### config.mk
export PLATFORM = sky130hd
export DESIGN_NAME = uart_fifo
export DESIGN_NICKNAME = d
export VERILOG_FILES = /design/src/rtl/uart_fifo.sv
export SDC_FILE = /design/constraint.sdc
export NUM_CORES = 1
export LEC_CHECK = 0
export ABC_AREA = 1
export CORE_MARGIN = 5
export CORE_UTILIZATION = 64
export DETAILED_ROUTE_END_ITERATION = 10
export PLACE_DENSITY = 0.84
export SYNTH_ARGS = -nofsm -noshare
export SYNTH_HDL_FRONTEND = slang
export SYNTH_SLANG_ARGS = --single-unit
### constraint.sdc
create_clock -name clk_i -period 3.85 [get_ports clk_i]
set_clock_uncertainty 0.2 [all_clocks]
set_input_delay 0.385 -clock clk_i [delete_from_list [all_inputs] [get_ports clk_i]]
set_output_delay 0.385 -clock clk_i [all_outputs]
set_load 0.01 [all_outputs]
### src/rtl/uart_fifo.sv
// First-word-fall-through FIFO for UART byte buffering, with occupancy level,
// almost-full threshold and sticky overflow/underflow error flags.
module uart_fifo #(
    parameter int DATA_W    = 8,
    parameter int DEPTH     = 16,
    parameter int ADDR_W    = 4,
    parameter int AF_THRESH = 12
) (
    input  logic              clk_i,
    input  logic              rst_ni,
    input  logic              clr_i,
    input  logic              push_i,
    input  logic [DATA_W-1:0] data_i,
    input  logic              pop_i,
    output logic [DATA_W-1:0] data_o,
    output logic              empty_o,
    output logic              full_o,
    output logic              almost_full_o,
    output logic [ADDR_W:0]   level_o,
    output logic              overflow_o,
    output logic              underflow_o
);

    localparam logic [ADDR_W:0] FULL_LVL = (ADDR_W+1)'(DEPTH);
    localparam logic [ADDR_W:0] AF_LVL   = (ADDR_W+1)'(AF_THRESH);

    logic [DATA_W-1:0] mem [DEPTH];

    logic [ADDR_W-1:0] wr_ptr_q, wr_ptr_d;
    logic [ADDR_W-1:0] rd_ptr_q, rd_ptr_d;
    logic [ADDR_W:0]   level_q, level_d;
    logic              ovf_q, ovf_d;
    logic              udf_q, udf_d;
    logic              push_ok, pop_ok, mem_we;

    // Flags depend only on the registered level, never on push_i/pop_i.
    assign empty_o       = (level_q == '0);
    assign full_o        = (level_q == FULL_LVL);
    assign almost_full_o = (level_q >= AF_LVL);
    assign level_o       = level_q;
    assign overflow_o    = ovf_q;
    assign underflow_o   = udf_q;
    assign data_o        = empty_o ? '0 : mem[rd_ptr_q];

    always_comb begin
        // A full FIFO still accepts a push when a pop frees the head slot.
        push_ok  = push_i && (!full_o || pop_i);
        pop_ok   = pop_i && !empty_o;
        wr_ptr_d = wr_ptr_q;
        rd_ptr_d = rd_ptr_q;
        level_d  = level_q;
        ovf_d    = ovf_q | (push_i && !push_ok);
        udf_d    = udf_q | (pop_i && empty_o);
        if (push_ok) begin
            wr_ptr_d = wr_ptr_q + ADDR_W'(1);
        end
        if (pop_ok) begin
            rd_ptr_d = rd_ptr_q + ADDR_W'(1);
        end
        case ({push_ok, pop_ok})
            2'b10:   level_d = level_q + (ADDR_W+1)'(1);
            2'b01:   level_d = level_q - (ADDR_W+1)'(1);
            default: level_d = level_q;
        endcase
        if (clr_i) begin
            wr_ptr_d = '0;
            rd_ptr_d = '0;
            level_d  = '0;
            ovf_d    = 1'b0;
            udf_d    = 1'b0;
        end
        mem_we = push_ok && !clr_i;
    end

    always_ff @(posedge clk_i or negedge rst_ni) begin
        if (!rst_ni) begin
            wr_ptr_q <= '0;
            rd_ptr_q <= '0;
            level_q  <= '0;
            ovf_q    <= 1'b0;
            udf_q    <= 1'b0;
        end else begin
            wr_ptr_q <= wr_ptr_d;
            rd_ptr_q <= rd_ptr_d;
            level_q  <= level_d;
            ovf_q    <= ovf_d;
            udf_q    <= udf_d;
        end
    end

    // Storage carries no reset; emptiness is tracked solely by level_q.
    always_ff @(posedge clk_i) begin
        if (mem_we) begin
            mem[wr_ptr_q] <= data_i;
        end
    end

endmodule
==> summary.txt <==
row cnt -> 35
setup TNS -> 0 ns
Clock transition at path regs -> 0.07 ns
#FFs+latches synth -> 143
Post CTS Setup Buffer Count -> 0
layout cells sized above 1 -> 11.13%
Core ar. -> 9196 sq um
final core occ -> 76.19%
DRT iter0 DRCs -> 466
CP Max Fanout -> 69
period utilization -> 92.03%
Pins Over Slew Limit -> 0
Remaining Overflow, GRT -> 0
vias in the first global route -> 4,203
die height -> 106.9 um
post-synth top area share -> 64.01%
n_diodes -> 0
Nets -> 555
met2 GRT Util -> 43.88%
Ports -> 31
post-synth top area cell -> edfxtp_1
largest net degree at the start of global routing -> 70
first-pass GRT wire length -> 22.94 mm
cts hold-fix bufs -> 0
DR pass1 iterations -> 5
initial antenna violation count -> 0
slew at the pin with the worst max-slew slack -> 1.021 ns
WL per Instance -> 22.16 um
Seq/Total Area, Yosys -> 70.26%
CTS tree -> done
Vias -> 4,283
Peak supply drop -> 0.4031 mV
top post-synthesis cells by area -> edfxtp_1 64%, dfrtp_1 6.3%, o21ai_0 6.2%
GRT Overall Usage -> 27.30%
relative slew slack -> 31.66%
syn_area_per_cell -> 12.15 sq um
die area -> 11,420 sq um
FMAX -> 282.2 MHz
outcome -> finished, final reports clean
Placer Congestion -> 0.8433
Mapped Area -> 6005 sq um
WL final -> 14.60 mm
vias per std cell -> 6.499
number of fillers in the final layout -> 518
RSZ-0062 raised after global routing -> false
final setup fails -> 0
CP Launch Type -> register
GR peak layer -> met2
power per cell area -> 686.4 nW/um^2
die width -> 106.9 um
distinct cell type count after synthesis -> 30
synth warn -> 0
Starting Density -> 65.29%
Max Cap Viol -> 0
clk sinks -> 143
worst hold path class -> in -> async
Worst-Skew Late Latency -> 0.54 ns
TritonCTS Buffers -> 17
number of remaining DRC errors -> 0
leakage -> 2.467 nW
HPWL after DPL -> 8.790 mm
Max Root-Sink Buffers -> 2
htree depth -> 4
critical path arrival -> 2.96 ns
critical path endpoint category -> primary output
met3 Usage GRT -> 7.646%
Period minus WS final -> 3.543 ns
met1 usage -> 35.83%
Worst Path Class, Setup -> reg -> out
WP data required -> 3.26 ns
Root Buffer -> clkbuf_8
DRT antenna net count -> 0
PostCTS Resize Cnt -> 0
Fin. Hold Viols -> 0
port bufs -> 30
Synth Net Count -> 514
area grow syn2layout -> 16.69%
Syn Inst Count -> 494
-- registers in the layout, indices dropped and copies added, names as in the netlist --
name	count
level_o	5
mem	128
overflow_o	1
rd_ptr_q	4
underflow_o	1
wr_ptr_q	4
-- cell families (layout without fill, tap and decap cells) --
kind of cell | count (synthesis) | in the layout | share of synthesized area (%)
simple gates | 166 | 166 | 12.19
flops | 143 | 143 | 70.26
compound gates | 129 | 129 | 12.71
fa+ha+maj | 7 | 7 | 1.459
buf+inv | 49 | 103 | 3.376
-- where the power goes --
group	internal, mW	switching [mW]	leakage [nW]	total, mW
combinational	0.559	0.942	0.848	1.50
clock	0.812	0.686	0.263	1.50
sequential	1.74	0.0700	1.36	1.81
-- path summary, 6_finish.rpt --
check | slack [ns] | end | cells after the start | from
worst max-delay path | 0.31 | data_o[3] | 8 | rd_ptr_q[0]
worst min-delay path | 0.06 | level_o[3] | 1 | rst_ni
worst max register to register | 1.38 | mem[11][0] | 6 | level_o[2]
min in group clk_i | 0.30 | overflow_o | 3 | push_i
max in group asynchronous | 2.90 | rd_ptr_q[0] | 1 | rst_ni
worst min register to register | 0.31 | underflow_o | 2 | underflow_o
-- critical path, cell delays in order (launching register included) --
cell,delay (ns)
dfrtp_2,0.36
buf_4,0.55
o21ai_0,0.18
nor2_1,0.14
a21oi_1,0.07
a21oi_1,0.16
o21ai_0,0.17
a21oi_1,0.19
clkdlybuf4s50_1,0.57
-- through the flow --
stage	std cells	hold slack (ns)	total power, mW	setup WS [ns]	instance area (sq um)
floorplan	494	-0.1106	2.743	1.934	6005
global placement	627	0.2814	3.250	0.9854	6465
detailed placement	627	0.2935	3.301	0.9293	6465
CTS	659	0.07878	4.788	0.3147	7007
global route	659	0.1294	5.029	0.1604	7007
finish	659	0.06104	4.810	0.3067	7007
-- per-layer routing --
layer	share of wire, %	vias to the layer above
li1	-	1901
met1	36	2044
met2	50	298
met3	11	40
met4	2.3	0
met5	0	-
-- placed cells by master, fill, tap and decap left out, types with 2 or more instances in the layout --
| cell | synthesis | routed |
|---|---|---|
| clkdlybuf4s50_1 | 0 | 30 |
| o21ai_0 | 74 | 74 |
| inv_1 | 21 | 21 |
| nor2_1 | 89 | 89 |
| nand3_1 | 23 | 23 |
| o221ai_1 | 25 | 25 |
| o22ai_1 | 4 | 4 |
| clkinvlp_4 | 0 | 2 |
| dfrtp_1 | 15 | 14 |
| nand3_4 | 2 | 2 |
| nand4_1 | 4 | 4 |
| clkbuf_16 | 0 | 16 |
| o21ai_1 | 2 | 2 |
| clkinv_1 | 2 | 2 |
| nand2_1 | 39 | 39 |
| nand2_2 | 2 | 2 |
| nor2_4 | 3 | 3 |
| inv_6 | 0 | 7 |
| edfxtp_1 | 128 | 128 |
| clkinv_4 | 0 | 4 |
| inv_2 | 3 | 3 |
| ha_1 | 7 | 7 |
| buf_4 | 3 | 14 |
| nor3_1 | 2 | 2 |
| a21oi_1 | 20 | 20 |
-- synth_stat cells, drive strengths merged --
cell	instances
a211oi	1
a21oi	21
buf	8
clkbuf	15
clkinv	2
dfrtp	15
edfxtp	128
ha	7
inv	24
nand2	41
nand3	26
nand4	4
nor2	92
nor3	3
o211ai	1
o21a	1
o21ai	76
o221ai	25
o22ai	4
-- layout make-up --
cell class / instances / area, sq um / area share, %
tap: 111 / 138.9 / 1.982
sequential: 143 / 4220 / 60.23
multi-input combinational: 302 / 1583 / 22.59
clock inverter: 15 / 127.6 / 1.821
timing repair buffer: 45 / 425.4 / 6.071
clock buffer: 17 / 414.1 / 5.911
inverter: 26 / 97.59 / 1.393
Power figures use the tool's default switching activity.
